File: src/rtl/multicycle_sequencer.sv
// Multi-cycle control FSM for the core datapath: sequences FETCH/DECODE/EXECUTE/WRITEBACK,
// handles the imem req/ack handshake, halt detection, traps and the retired-instruction count.
module multicycle_sequencer #(
  parameter int unsigned PC_WIDTH      = 6,
  parameter logic [5:0]  HALT_OPCODE   = 6'h3F,
  parameter int unsigned FETCH_TIMEOUT = 8,
  parameter int unsigned CNT_WIDTH     = 16
) (
  input  logic                 clk,
  input  logic                 rst,
  input  logic                 run,
  input  logic [5:0]           opcode,
  input  logic [PC_WIDTH-1:0]  pc,
  input  logic                 alu_overflow,
  input  logic                 imem_ack,
  output logic                 imem_req,
  output logic                 ir_load,
  output logic                 rf_we,
  output logic                 pc_en,
  output logic [2:0]           state,
  output logic                 busy,
  output logic                 halted,
  output logic [1:0]           trap_cause,
  output logic [PC_WIDTH-1:0]  trap_pc,
  output logic [CNT_WIDTH-1:0] retired
);

  localparam int unsigned TO_W = $clog2(FETCH_TIMEOUT);
  localparam logic [TO_W-1:0] TO_LAST = TO_W'(FETCH_TIMEOUT - 1);

  localparam logic [1:0] CAUSE_ILLEGAL  = 2'd1;
  localparam logic [1:0] CAUSE_TIMEOUT  = 2'd2;
  localparam logic [1:0] CAUSE_OVERFLOW = 2'd3;

  typedef enum logic [2:0] {
    S_IDLE      = 3'd0,
    S_FETCH     = 3'd1,
    S_DECODE    = 3'd2,
    S_EXECUTE   = 3'd3,
    S_WRITEBACK = 3'd4,
    S_HALT      = 3'd5,
    S_TRAP      = 3'd6
  } state_e;

  state_e                state_q;
  logic [TO_W-1:0]       to_cnt_q;
  logic [1:0]            trap_cause_q;
  logic [PC_WIDTH-1:0]   trap_pc_q;
  logic [CNT_WIDTH-1:0]  retired_q;

  // Sequencer state, fetch timeout counter, trap capture and retired counter.
  always_ff @(posedge clk) begin
    if (!rst) begin
      state_q      <= S_IDLE;
      to_cnt_q     <= '0;
      trap_cause_q <= '0;
      trap_pc_q    <= '0;
      retired_q    <= '0;
    end else begin
      case (state_q)
        S_IDLE: begin
          if (run) state_q <= S_FETCH;
        end
        S_FETCH: begin
          // An ack arriving on the last allowed cycle still wins over the timeout.
          if (imem_ack) begin
            state_q  <= S_DECODE;
            to_cnt_q <= '0;
          end else if (to_cnt_q == TO_LAST) begin
            state_q      <= S_TRAP;
            to_cnt_q     <= '0;
            trap_cause_q <= CAUSE_TIMEOUT;
            trap_pc_q    <= pc;
          end else begin
            to_cnt_q <= to_cnt_q + TO_W'(1);
          end
        end
        S_DECODE: begin
          if (opcode == HALT_OPCODE) begin
            state_q <= S_HALT;
          end else if (opcode != 6'h00) begin
            state_q      <= S_TRAP;
            trap_cause_q <= CAUSE_ILLEGAL;
            trap_pc_q    <= pc;
          end else begin
            state_q <= S_EXECUTE;
          end
        end
        S_EXECUTE: begin
          if (alu_overflow) begin
            state_q      <= S_TRAP;
            trap_cause_q <= CAUSE_OVERFLOW;
            trap_pc_q    <= pc;
          end else begin
            state_q <= S_WRITEBACK;
          end
        end
        S_WRITEBACK: begin
          if (retired_q != '1) retired_q <= retired_q + CNT_WIDTH'(1);
          state_q <= run ? S_FETCH : S_IDLE;
        end
        default: begin
          // HALT and TRAP are absorbing; only reset leaves them.
          state_q <= state_q;
        end
      endcase
    end
  end

  // Strobes are decoded from the state register; ir_load is additionally qualified by ack.
  assign imem_req   = (state_q == S_FETCH);
  assign ir_load    = (state_q == S_FETCH) && imem_ack;
  assign rf_we      = (state_q == S_WRITEBACK);
  assign pc_en      = (state_q == S_WRITEBACK);
  assign state      = state_q;
  assign busy       = (state_q == S_FETCH) || (state_q == S_DECODE) ||
                      (state_q == S_EXECUTE) || (state_q == S_WRITEBACK);
  assign halted     = (state_q == S_HALT);
  assign trap_cause = trap_cause_q;
  assign trap_pc    = trap_pc_q;
  assign retired    = retired_q;

endmodule

File: config.mk
export PLATFORM = sky130hd
export DESIGN_NAME = multicycle_sequencer
export DESIGN_NICKNAME = d
export VERILOG_FILES = /design/src/rtl/multicycle_sequencer.sv
export SDC_FILE = /design/constraint.sdc
export NUM_CORES = 1
export LEC_CHECK = 0
export CAP_MARGIN = 20
export CORE_MARGIN = 10
export CORE_UTILIZATION = 35
export CTS_CLUSTER_DIAMETER = 150
export DETAILED_ROUTE_END_ITERATION = 12
export GPL_TIMING_DRIVEN = 0
export HOLD_SLACK_MARGIN = 0.08
export SYNTH_ARGS = -nofsm -noshare
export SYNTH_HDL_FRONTEND = slang
export SYNTH_SLANG_ARGS = --single-unit
File: constraint.sdc
create_clock -name clk -period 3.5 [get_ports clk]
set_input_delay 0.525 -clock clk [delete_from_list [all_inputs] [get_ports clk]]
set_output_delay 0.525 -clock clk [all_outputs]
set_load 0.02 [all_outputs]
Word level (Yosys, flattened, before mapping)
Cells that the tools add are included.
W data, S select, Z words.
{"block": "word_totals", "ff_bits": 30, "inputBits": 17, "output_inout_bits": 33}
{"block": "op_classes", "muxes": 22, "eq_ne": 15, "addsub": 2, "n_reduce_logical": 11}
{"operator": "$mux W6", "count": 5}
{"operator": "$mux W3", "count": 7}
{"operator": "$pmux W6 S3", "count": 1}
{"operator": "$add A16 B1 Y16 const B", "count": 1}
{"operator": "$ne A16 B16 Y1 const B", "count": 1}
{"operator": "$pmux W3 S5", "count": 1}
{"operator": "$mux W2", "count": 6}
{"operator": "$ne A2 B2 Y1 const B", "count": 5}
{"operator": "$eq A3 B3 Y1 const B", "count": 3}
{"operator": "$eq A3 B2 Y1 const B", "count": 2}
{"operator": "$eq A6 B6 Y1 const B", "count": 1}
{"operator": "$pmux W2 S3", "count": 1}
{"operator": "$reduce_and A6 Y1", "count": 1}
{"operator": "$reduce_bool A6 Y1", "count": 1}
{"operator": "$reduce_bool A5 Y1", "count": 1}
{"operator": "$add A3 B1 Y3 const B", "count": 1}
{"operator": "$eq A3 B1 Y1 const B", "count": 1}
{"operator": "$logic_not A3 Y1", "count": 1}
{"operator": "$logic_or A1 B1 Y1", "count": 3}
{"operator": "$ne A3 B2 Y1 const B", "count": 1}
{"operator": "$reduce_and A3 Y1", "count": 1}
{"operator": "$reduce_bool A3 Y1", "count": 1}
{"operator": "$ne A2 B1 Y1 const B", "count": 1}
{"operator": "$reduce_and A2 Y1", "count": 1}
{"operator": "2 further kinds", "count": 2}

Longest topological paths before layout
Gate-level depths: netlist (run 1).
{"block": "logic_depth", "word_depth": 4, "depth_mapped": 7, "depth_no_buf": 7}

Least setup slack after synthesis (run 1)
No wires, ideal clock.
{"block": "synth_timing", "path_kind": "reg2out", "start": "reg state_q[0] (netlist: state[0])", "end": "out ir_load", "path_stages_with_launch": 5, "t_arrival_ns": 1.503, "n_path_buf": 1, "required_ns": 2.975, "setup_slack_ns": 1.472, "cell_sequence": "dfxtp_1 > buf_6 > inv_1 > nor3_2 > and2_1"}
{"block": "synth_between", "elab_chain_len": 2}
{"item": "start: declaration", "line": "45", "source": "state_e state_q;"}
{"item": "start signal: assignment", "line": "100", "source": "state_q <= run ? S_FETCH : S_IDLE;"}
{"item": "start signal: assignment", "line": "104", "source": "state_q <= state_q;"}
{"item": "$eq A3 B1 Y1"}
{"item": "via imem_req", "line": "16", "source": "output logic imem_req,"}
{"item": "$logic_and A1 B1 Y1", "line": "112", "source": "assign ir_load = (state_q == S_FETCH) && imem_ack;"}
{"item": "end: declaration", "line": "17", "source": "output logic ir_load,"}
The timed path passes the listed nets, and every way through them passes these cells.

Worst setup path in the final report (run 1)
{"block": "layout_timing", "start": "reg state_q[0] (netlist: state[0])", "end": "out ir_load"}
{"block": "layout_between", "elab_chain_len": 2}
{"item": "$eq A3 B1 Y1", "line": "112"}
{"item": "$logic_and A1 B1 Y1", "line": "112"}
No other way between the ends.

==> results of run 1 <==
logic make-up after synthesis:
group,Yosys count
xor gates and xnor gates,8
AOI/OAI and AO/OA,29
buffers and inverters,14
adders and majority gates,3
muxes,13
DFF,30
and+or+nand+nor,86
through the flow:
stage,hold slack (ns),utilization
after global placement,0.443,0.490
after global routing,0.491,0.511
after floorplan,0.458,-
after detailed placement,0.451,0.490
final,0.459,0.511
after CTS,0.467,0.511
Yosys cell counts (2+ instances only):
cell type                    n  area (sq um)
sky130_fd_sc_hd__nor3_2      2          20.0
sky130_fd_sc_hd__and2_1      6          37.5
sky130_fd_sc_hd__nand3b_1    2          15.0
sky130_fd_sc_hd__ha_1        3          37.5
sky130_fd_sc_hd__nor2b_1     2          12.5
sky130_fd_sc_hd__a21oi_1     7          35.0
sky130_fd_sc_hd__xor2_1      5          43.8
sky130_fd_sc_hd__a211oi_1    2          15.0
sky130_fd_sc_hd__nand4_1     2          12.5
sky130_fd_sc_hd__o21ai_0     4          20.0
sky130_fd_sc_hd__a21boi_0    3          22.5
sky130_fd_sc_hd__xnor2_1     3          26.3
sky130_fd_sc_hd__dfxtp_1    30           601
sky130_fd_sc_hd__nand2_1    29           109
sky130_fd_sc_hd__o22ai_1     2          12.5
sky130_fd_sc_hd__nand3_2     2          20.0
sky130_fd_sc_hd__a2111oi_2   2          30.0
sky130_fd_sc_hd__mux2i_1    13           130
sky130_fd_sc_hd__nand2b_1    8          50.1
sky130_fd_sc_hd__nor3_1      4          20.0
sky130_fd_sc_hd__a21o_1      2          15.0
sky130_fd_sc_hd__nor2_1      9          33.8
sky130_fd_sc_hd__buf_4       2          15.0
sky130_fd_sc_hd__nand3_1     6          30.0
sky130_fd_sc_hd__buf_6       2          22.5
sky130_fd_sc_hd__a21oi_2     2          17.5
sky130_fd_sc_hd__clkbuf_1    5          18.8
sky130_fd_sc_hd__inv_1       5          18.8
sky130_fd_sc_hd__and4_1      3          26.3
sky130_fd_sc_hd__and3_1      5          31.3
state kept, by name (all words and copies together), names as in the netlist:
name,flops
retired,16
trap_pc,6
state,3
to_cnt_q,3
trap_cause,2
worst paths after layout:
path                    start       endpoint  depth (start not counted)
hold / removal     trap_pc[2]     trap_pc[2]                          2
setup reg to reg  to_cnt_q[0]  trap_cause[0]                          7
setup / recovery     state[0]        ir_load                          5
hold reg to reg    trap_pc[2]     trap_pc[2]                          2
layout by cell type (no fill, tap or decap), types with 3 or more instances in the layout:
cell type                         netlist  layout
sky130_fd_sc_hd__clkdlybuf4s50_1        0      49
sky130_fd_sc_hd__nor3_1                 4       4
sky130_fd_sc_hd__nand2_1               29      29
sky130_fd_sc_hd__nor2_1                 9       9
sky130_fd_sc_hd__nand2b_1               8       8
sky130_fd_sc_hd__a21oi_1                7       7
sky130_fd_sc_hd__inv_1                  5       5
sky130_fd_sc_hd__o21ai_0                4       4
sky130_fd_sc_hd__and4_1                 3       3
sky130_fd_sc_hd__and3_1                 5       5
sky130_fd_sc_hd__mux2i_1               13      13
sky130_fd_sc_hd__clkbuf_8               0       6
sky130_fd_sc_hd__a21boi_0               3       3
sky130_fd_sc_hd__xnor2_1                3       3
sky130_fd_sc_hd__ha_1                   3       3
sky130_fd_sc_hd__nand3_1                6       6
sky130_fd_sc_hd__xor2_1                 5       5
sky130_fd_sc_hd__clkbuf_1               5       6
sky130_fd_sc_hd__dfxtp_1               30      30
sky130_fd_sc_hd__and2_1                 6       6
metal layers:
layer / GRT usage / up-vias / share of wire
li1: - / 749 / -
met4: 0.0478 / 0 / 0.015
met5: 0 / - / 0
met1: 0.132 / 638 / 0.47
met2: 0.171 / 36 / 0.43
met3: 0.0427 / 5 / 0.084
power breakdown:
part / switching [mW] / internal, mW
sequential: 0.00973 / 0.354
combinational: 0.0893 / 0.0883
clock: 0.130 / 0.158
layout make-up:
type	count	share of cell area
buffer	9	0.0250
clock buffer	7	0.0383
clock inverter	1	0.00222
inverter	5	0.00832
multi-input combinational	139	0.413
sequential	30	0.266
tap	52	0.0289
timing repair buffer	49	0.218
worst register-to-register path, cell delays in order (launching register included):
cell	delay [ns]
sky130_fd_sc_hd__dfxtp_1	0.35
sky130_fd_sc_hd__ha_1	0.16
sky130_fd_sc_hd__ha_1	0.20
sky130_fd_sc_hd__nor2b_1	0.18
sky130_fd_sc_hd__nand3_1	0.11
sky130_fd_sc_hd__a21o_1	0.21
sky130_fd_sc_hd__a21oi_2	0.41
sky130_fd_sc_hd__mux2i_1	0.25
==> flow_summary.ini, run 1 <==
[timing]
layout_setup_ws_ns = 0.880
final.min_clock_period_ns = 2.62
slew_headroom = 0.650
setup_tns_ns = 0
final_min_period_over_clock_period = 0.748
clock_skew_ns = 0.00281
achievable-frequency_mhz = 382
setup_viol = 0
timing.final.max_slew_violations = 0
worst-slew-pin-transition_ns = 0.525
rsz0062_at_grt = false
timing.final.hold_violations = 0

[global_route]
grt_antenna_before_repair = 0
globalRouteOverflowTotal = 0
vias_in_the_first_global_route = 1449
first_pass_grt_wire_length_mm = 6.85
grt_use_total = 0.110
grt_start_max_net_pins = 11

[clock_network]
cts-hold-fix-buffers = 0
cts.reportedPaths.clkPinSlew_ns = 0.06
cts_root_buffer = sky130_fd_sc_hd__clkbuf_8
cts_tree = done
htree_levels = 2
number_of_buffers_created_by_cts = 5
tritoncts_num_sinks = 30
postCtsResizedCells = 0
ctsLongestPathBuffers = 2
post-cts-setup-buffer-count = 0
clk-insertion-delay-late_ns = 0.28

[detailed_routing]
drt-vias-per-instance = 4.89
drt_wirelength_mm = 4.00
wire_per_inst_microns = 13.7
first_iter_violations = 33
route.vias.total = 1428
drcViolationCount = 0
ant_nets = 0
drt_pass1_iterations = 4

[placed_design]
detailedPlacementHpwl_mm = 3.07
place.port_buffers = 49
place_area_sq_mm = 0.00216
dp_cells = 284
gp_congestion = 0.812
place_worst_setup_slack_ns = 1.06

[final_layout]
net_total_in_the_final_layout = 259
stdcell_area_sq_mm = 0.00225
stdcell_count = 292
n_fill_cell = 447
area_delta_synth_final_pct = 40.2
n_antenna_cell = 0
final-seq-area_sq_um = 601
drive_gt1_frac = 0.100
multi_input_gate_area_sq_um = 932

[setup_path]
worstSetupStartpointType = register
slowest_stage = sky130_fd_sc_hd__clkdlybuf4s50_1
critical_path_peak_fanout = 9
cp_cell_sequence = buf_6 > inv_1 > nor3_2 > and2_1 > clkdlybuf4s50_1
cpPeakStageDelay_ns = 0.60
setup.worst_path.end_class = output port
worst_ep_arrival_time_ns = 2.09
cp.buffers_inverters = 3
worst_setup_slack_for_register_to_register_paths_ns = 1.56
criticalPathCategory = register to output port
cpLargestDelayFamily = buffers and inverters
req_time_crit_path_ns = 2.97

[pwr]
max-vdd-ir-drop_uv = 176
post-layout-total-power_uw = 829
power_per_cell_area_mw_per_mm2 = 368
cellLeakagePower_nw = 0.860

[synthesis]
synth_flop_cell = sky130_fd_sc_hd__dfxtp_1
synth-compound-area-share = 0.132
yosys.area_share.adder = 0.0233
netlist-cell-type-count = 41
synth-xor-area-share = 0.0436
ys_warns = 0
post_synth_and_or_nand_nor_area_fraction = 0.300
syn_avg_cell_area_sq_um = 8.79
async_reset_ff_frac = 0
yosysSeqAreaShare = 0.374
syn_nets = 203
netlist_instances = 183
mappedNetlistArea_sq_mm = 0.00161
yosys_register_bits = 30
post_synth_mux_area_share = 0.0809
synth_top_family_by_area = simple AND/OR/NAND/NOR gates
synth_edf_count = 0

[floorplanning]
start_util = 0.364
die_w_microns = 87.8
floorplan.die.height_microns = 87.8
die-area_sq_mm = 0.00770
fp.coreArea_sq_mm = 0.00441
io_pins = 50
rows = 24

[run_status]
outcome = finished, final reports clean

[hold_path]
timing.hold.worst.class = register to register

[flow_run]
max_cap_viol_count = 0
(Power assumes the default switching activity.)
==> run 2, diff against run 1 <==
--- a/config.mk
+++ b/config.mk
@@ -12,6 +12,7 @@
 export DETAILED_ROUTE_END_ITERATION = 12
 export GPL_TIMING_DRIVEN = 0
 export HOLD_SLACK_MARGIN = 0.08
+export PLACE_DENSITY = 0.65
 export SYNTH_ARGS = -nofsm -noshare
 export SYNTH_HDL_FRONTEND = slang
 export SYNTH_SLANG_ARGS = --single-unit
==> constraint.sdc (replaced) <==
create_clock -name clk -period 2.4 [get_ports clk]
set_input_delay 0.36 -clock clk [delete_from_list [all_inputs] [get_ports clk]]
set_output_delay 0.36 -clock clk [all_outputs]
set_load 0.02 [all_outputs]
==> flow_summary.ini, run 2 (synthesized netlist as in run 1, its figures left out) <==
[run_status]
outcome = finished, final reports clean

[setup_path]
cp_cell_sequence = buf_6 > inv_1 > nor3_4 > and2_1 > clkdlybuf4s50_1
cpPeakStageDelay_ns = 0.60
worst_setup_slack_for_register_to_register_paths_ns = 0.44
worstReg2RegEnd = trap_pc[1]
worst_ep_arrival_time_ns = 1.94
timing.rr.start = to_cnt_q[0]
worst_r2r_path_depth = 7
setup.worst_path.end_class = output port
req_time_crit_path_ns = 2.04
critical_path_peak_fanout = 9
criticalPathCategory = register to output port
slowest_stage = sky130_fd_sc_hd__clkdlybuf4s50_1
worstSetupStartpointType = register

[timing]
setup_tns_ns = 0
layout_setup_ws_ns = 0.0992
final_min_period_over_clock_period = 0.959
achievable-frequency_mhz = 435
timing.final.max_slew_violations = 0
setup_viol = 0
timing.final.hold_violations = 0
slew_headroom = 0.637
clock_skew_ns = 0.00276
whs_ns = 0.459
final.min_clock_period_ns = 2.30
worst-slew-pin-transition_ns = 0.545
rsz0062_at_grt = false

[pwr]
power_frac_seq = 0.365
max-vdd-ir-drop_uv = 480
combPwrFrac = 0.192
power_per_cell_area_mw_per_mm2 = 621
switching_share = 0.242
clkPwrFrac = 0.443
post-layout-total-power_mw = 1.45
cellLeakagePower_nw = 0.903
p_int_mw = 1.10
net-switching-power_uw = 351

[global_route]
globalRouteOverflowTotal = 0
grt_use_total = 0.108
vias_in_the_first_global_route = 1466
grt_antenna_before_repair = 0
first_pass_grt_wire_length_mm = 6.69
grt_start_max_net_pins = 11

[clock_network]
htree_levels = 2
cts_tree = done
tritoncts_num_sinks = 30
ctsLongestPathBuffers = 2
cts_root_buffer = sky130_fd_sc_hd__clkbuf_8
cts.reportedPaths.clkPinSlew_ns = 0.07
clk-insertion-delay-late_ns = 0.28
number_of_buffers_created_by_cts = 5
cts-hold-fix-buffers = 0

[placed_design]
detailedPlacementHpwl_mm = 3.01
place_worst_setup_slack_ns = 0.245
gp_congestion = 0.855
place.port_buffers = 49

[detailed_routing]
ant_nets = 0
drt_wirelength_mm = 4.07
first_iter_violations = 57
drt-vias-per-instance = 4.89
drt_pass1_iterations = 4
route.vias.total = 1444
drcViolationCount = 0
wire_per_inst_microns = 13.8

[floorplanning]
start_util = 0.364
floorplan.die.height_microns = 87.8
io_pins = 50
die_w_microns = 87.8
rows = 24
fp.coreArea_sq_mm = 0.00441
die-area_sq_mm = 0.00770

[final_layout]
area_delta_synth_final_pct = 45.3
drive_gt1_frac = 0.119
net_total_in_the_final_layout = 262
final_cell_mix = sky130_fd_sc_hd__clkdlybuf4s50_1 (49), sky130_fd_sc_hd__dfxtp_1 (30), sky130_fd_sc_hd__nand2_1 (29)
flip_flop_count_of_the_largest_register_after_layout = 16
multi_input_gate_area_sq_um = 938
n_antenna_cell = 0
final-seq-area_sq_um = 601
n_fill_cell = 418
mostFrequentLayoutCell = sky130_fd_sc_hd__clkdlybuf4s50_1

[hold_path]
hp-start = trap_pc[0]
min_path_cells = 2
timing.hold.worst.class = register to register
whs_endpoint = trap_pc[0]

[flow_run]
max_cap_viol_count = 0
run 2: layout make-up:
| class | instances | area share |
|---|---|---|
| Timing Repair Buffer | 52 | 0.220 |
| Sequential cell | 30 | 0.257 |
| Tap cell | 52 | 0.0279 |
| Inverter | 5 | 0.00803 |
| Clock buffer | 6 | 0.0354 |
| Clock inverter | 2 | 0.0257 |
| Multi-Input combinational cell | 139 | 0.402 |
| Buffer | 9 | 0.0246 |
run 2: power by group through the flow:
stage | clock, mW | sequential (mW) | combinational (mW)
global placement | 0 | 0.541 | 0.262
floorplan | 0 | 0.559 | 0.133
detailed placement | 0 | 0.541 | 0.262
CTS | 0.654 | 0.530 | 0.267
finish | 0.643 | 0.530 | 0.278
global route | 0.682 | 0.533 | 0.301
run 2: layer usage:
layer,vias to the layer above,track usage,share of wire
met5,-,0,0
met4,0,0.0391,0.014
met3,5,0.0511,0.072
met2,32,0.169,0.44
met1,651,0.126,0.47
li1,756,-,-
run 2: worst max-delay path by stage:
stage,from,to,slack [ns],depth (start not counted)
after global placement,state[0],ir_load,0.24,5
after floorplan,state[2],retired[15],0.49,6
after global routing,state[0],ir_load,0.006,5
final,state[0],ir_load,0.1,5
after CTS,state[1],busy,0.004,4
after detailed placement,state[0],ir_load,0.25,5
run 2: per-stage QoR:
step / cell area (sq um) / std cells / util
after floorplan: 1610 / 183 / -
after global placement: 2160 / 284 / 0.490
final: 2340 / 295 / 0.529
after global routing: 2340 / 295 / 0.529
after CTS: 2310 / 292 / 0.524
after detailed placement: 2160 / 284 / 0.490
run 2: what timing repair did:
action                                  in CTS  in global routing
resized for setup                            1                  2
hold endpoints to repair                     0                  0
pin swaps                                    0                  1
setup buffers                                0                  3
endpoints found under the setup margin       1                  2
run 2: critical path: cells and delay by family (launching register included):
kind / cells / cell delay, ns
buf+inv: 3 / 0.86
simple gates: 2 / 0.45
flops: 1 / 0.34
==> run 3, diff against run 2 <==
--- a/config.mk
+++ b/config.mk
@@ -5,14 +5,13 @@
 export SDC_FILE = /design/constraint.sdc
 export NUM_CORES = 1
 export LEC_CHECK = 0
+export ABC_AREA = 1
 export CAP_MARGIN = 20
-export CORE_MARGIN = 10
+export CORE_MARGIN = 2
 export CORE_UTILIZATION = 35
 export CTS_CLUSTER_DIAMETER = 150
 export DETAILED_ROUTE_END_ITERATION = 12
-export GPL_TIMING_DRIVEN = 0
 export HOLD_SLACK_MARGIN = 0.08
-export PLACE_DENSITY = 0.65
 export SYNTH_ARGS = -nofsm -noshare
 export SYNTH_HDL_FRONTEND = slang
 export SYNTH_SLANG_ARGS = --single-unit
==> flow_summary.ini, run 3 <==
[synthesis]
syn_nets = 290
yosysSeqAreaShare = 0.346
syn_avg_cell_area_sq_um = 6.43
async_reset_ff_frac = 0
synth-xor-area-share = 0.0353
ys_warns = 0
post_synth_mux_area_share = 0
mappedNetlistArea_sq_mm = 0.00174
netlist_instances = 270
synth-compound-area-share = 0.0872
netlist-cell-type-count = 23
synth_flop_cell = sky130_fd_sc_hd__dfxtp_1
yosys.area_share.adder = 0.0216
post-synth-top-count-cell = sky130_fd_sc_hd__nand2_1
synth_top_family_by_area = simple AND/OR/NAND/NOR gates
yosys_register_bits = 30
synth_largest_type_area_fraction = 0.346
synth_edf_count = 0
post_synth_and_or_nand_nor_area_fraction = 0.419
synth_area_leader_cell = sky130_fd_sc_hd__dfxtp_1
synth_common_cells = sky130_fd_sc_hd__nand2_1 (82), sky130_fd_sc_hd__nor2_1 (40), sky130_fd_sc_hd__dfxtp_1 (30), sky130_fd_sc_hd__inv_1 (25), sky130_fd_sc_hd__nand3_1 (25)
synthTopCellsByArea = sky130_fd_sc_hd__dfxtp_1 (35%), sky130_fd_sc_hd__nand2_1 (18%), sky130_fd_sc_hd__nor2_1 (8.6%), sky130_fd_sc_hd__nand3_1 (7.2%), sky130_fd_sc_hd__a21oi_1 (6.9%)

[clock_network]
postCtsResizedCells = 0
cts.reportedPaths.clkPinSlew_ns = 0.07
post-cts-setup-buffer-count = 0
number_of_buffers_created_by_cts = 5
tritoncts_num_sinks = 30
clk-insertion-delay-late_ns = 0.28
cts_root_buffer = sky130_fd_sc_hd__clkbuf_8
ctsLongestPathBuffers = 2
cts-hold-fix-buffers = 0
cts_tree = done
htree_levels = 2

[run_status]
outcome = finished, final reports clean

[timing]
timing.final.hold_violations = 0
slew_headroom = 0.665
setup_tns_ns = 0
whs_ns = 0.471
final.min_clock_period_ns = 2.10
achievable-frequency_mhz = 477
setup_viol = 0
final_min_period_over_clock_period = 0.874
worst-slew-pin-transition_ns = 0.502
rsz0062_at_grt = false
timing.final.max_slew_violations = 0
clock_skew_ns = 0.00487

[final_layout]
mostFrequentLayoutCell = sky130_fd_sc_hd__nand2_1
flip_flop_count_of_the_largest_register_after_layout = 16
final-seq-area_sq_um = 601
final_cell_mix = sky130_fd_sc_hd__nand2_1 (82), sky130_fd_sc_hd__clkdlybuf4s50_1 (49), sky130_fd_sc_hd__nor2_1 (40)
multi_input_gate_area_sq_um = 977
n_fill_cell = 529
area_delta_synth_final_pct = 37.1
net_total_in_the_final_layout = 340
postLayoutCoreUtil = 0.501
drive_gt1_frac = 0.0903
n_antenna_cell = 0

[setup_path]
cpPeakStageDelay_ns = 0.61
criticalPathCategory = register to output port
req_time_crit_path_ns = 2.04
worst_ep_arrival_time_ns = 1.74
setup.worst_path.end_class = output port
cp_cell_sequence = inv_2 > nand2_4 > inv_1 > nand2_1 > nand2_1 > clkdlybuf4s50_1
worstSetupStartpointType = register
critical_path_peak_fanout = 4
crit_path_frequent_cell = sky130_fd_sc_hd__nand2_1
slowest_stage = sky130_fd_sc_hd__clkdlybuf4s50_1

[detailed_routing]
drt_pass1_iterations = 4
drcViolationCount = 0
wire_per_inst_microns = 10.4
drt-vias-per-instance = 4.60
route.vias.total = 1786
drt_wirelength_mm = 4.04
ant_nets = 0
first_iter_violations = 88

[flow_run]
max_cap_viol_count = 0

[pwr]
max-vdd-ir-drop_uv = 468
power_per_cell_area_mw_per_mm2 = 852
cellLeakagePower_nw = 0.975

[floorplanning]
floorplan.die.height_microns = 74.4
start_util = 0.365
die_w_microns = 74.4
io_pins = 50
rows = 25
die-area_sq_mm = 0.00554
fp.coreArea_sq_mm = 0.00475

[global_route]
grt_use_total = 0.160
first_pass_grt_wire_length_mm = 6.97
globalRouteOverflowTotal = 0
grt_start_max_net_pins = 18
vias_in_the_first_global_route = 1651
grt_antenna_before_repair = 0

[placed_design]
place.port_buffers = 49
gp_congestion = 0.765
detailedPlacementHpwl_mm = 3.00

[hold_path]
timing.hold.worst.class = register to register
run 3: changes by cell type after synthesis, sizes merged, moves of 4 or more:
cell	delta
and2	-6
nand2	+60
nor3	-6
nor2	+40
inv	+23
a21boi	-4
mux2i	-13
a21oi	+15
nand3	+17
and3	-5
nand2b	-8
run 3: through the flow:
| step | instance area (sq um) | worst slack, ns | total power, mW | std cells |
|---|---|---|---|---|
| after global placement | 2270 | 0.392 | 1.56 | 380 |
| after global routing | 2380 | 0.189 | 2.17 | 388 |
| after detailed placement | 2270 | 0.371 | 1.56 | 380 |
| after CTS | 2380 | 0.295 | 2.05 | 388 |
| after floorplan | 1740 | 0.793 | 1.27 | 270 |
| final | 2380 | 0.303 | 2.03 | 388 |
run 3: critical path, delay by kind of cell, from the launching register on:
family                 cells  cell delay [ns]
buffers and inverters      3             0.77
flip-flops                 1             0.35
AND/OR/NAND/NOR            3             0.33
run 3: final timing paths:
path         cells after the start   startpoint           to  slack (ns)
max                              6     state[0]         busy        0.30
max reg2reg                      8   retired[0]  retired[15]        0.80
min reg2reg                      2  to_cnt_q[2]  to_cnt_q[2]        0.47
min                              2  to_cnt_q[2]  to_cnt_q[2]        0.47
run 3: layer usage:
metal | up-vias | global-route usage | wire length [microns]
met4 | 0 | 0.0536 | 54
met3 | 7 | 0.0488 | 236
met1 | 795 | 0.187 | 1890
met5 | - | 0 | 0
met2 | 46 | 0.277 | 1850
li1 | 938 | - | -
run 3: area by class of cell:
cell class | count | area share
multi-input cells | 204 | 0.410
flip-flops and latches | 30 | 0.252
repair buffers | 50 | 0.209
inverters | 29 | 0.0468
clock buffers | 8 | 0.0462
well taps | 67 | 0.0352
run 3: where the power goes:
group	internal (mW)	total (mW)	switching (mW)
clock network	0.290	0.485	0.195
logic	0.369	0.912	0.543
registers	0.574	0.631	0.0572
total	1.23	2.03	0.796
run 3: kinds of logic after synthesis:
kind of cell             Yosys count
AND/OR/NAND/NOR                  166
buffers and inverters             36
flip-flops                        30
AO/OA/AOI/OAI                     28
XOR/XNOR                           7
adder cells (fa/ha/maj)            3
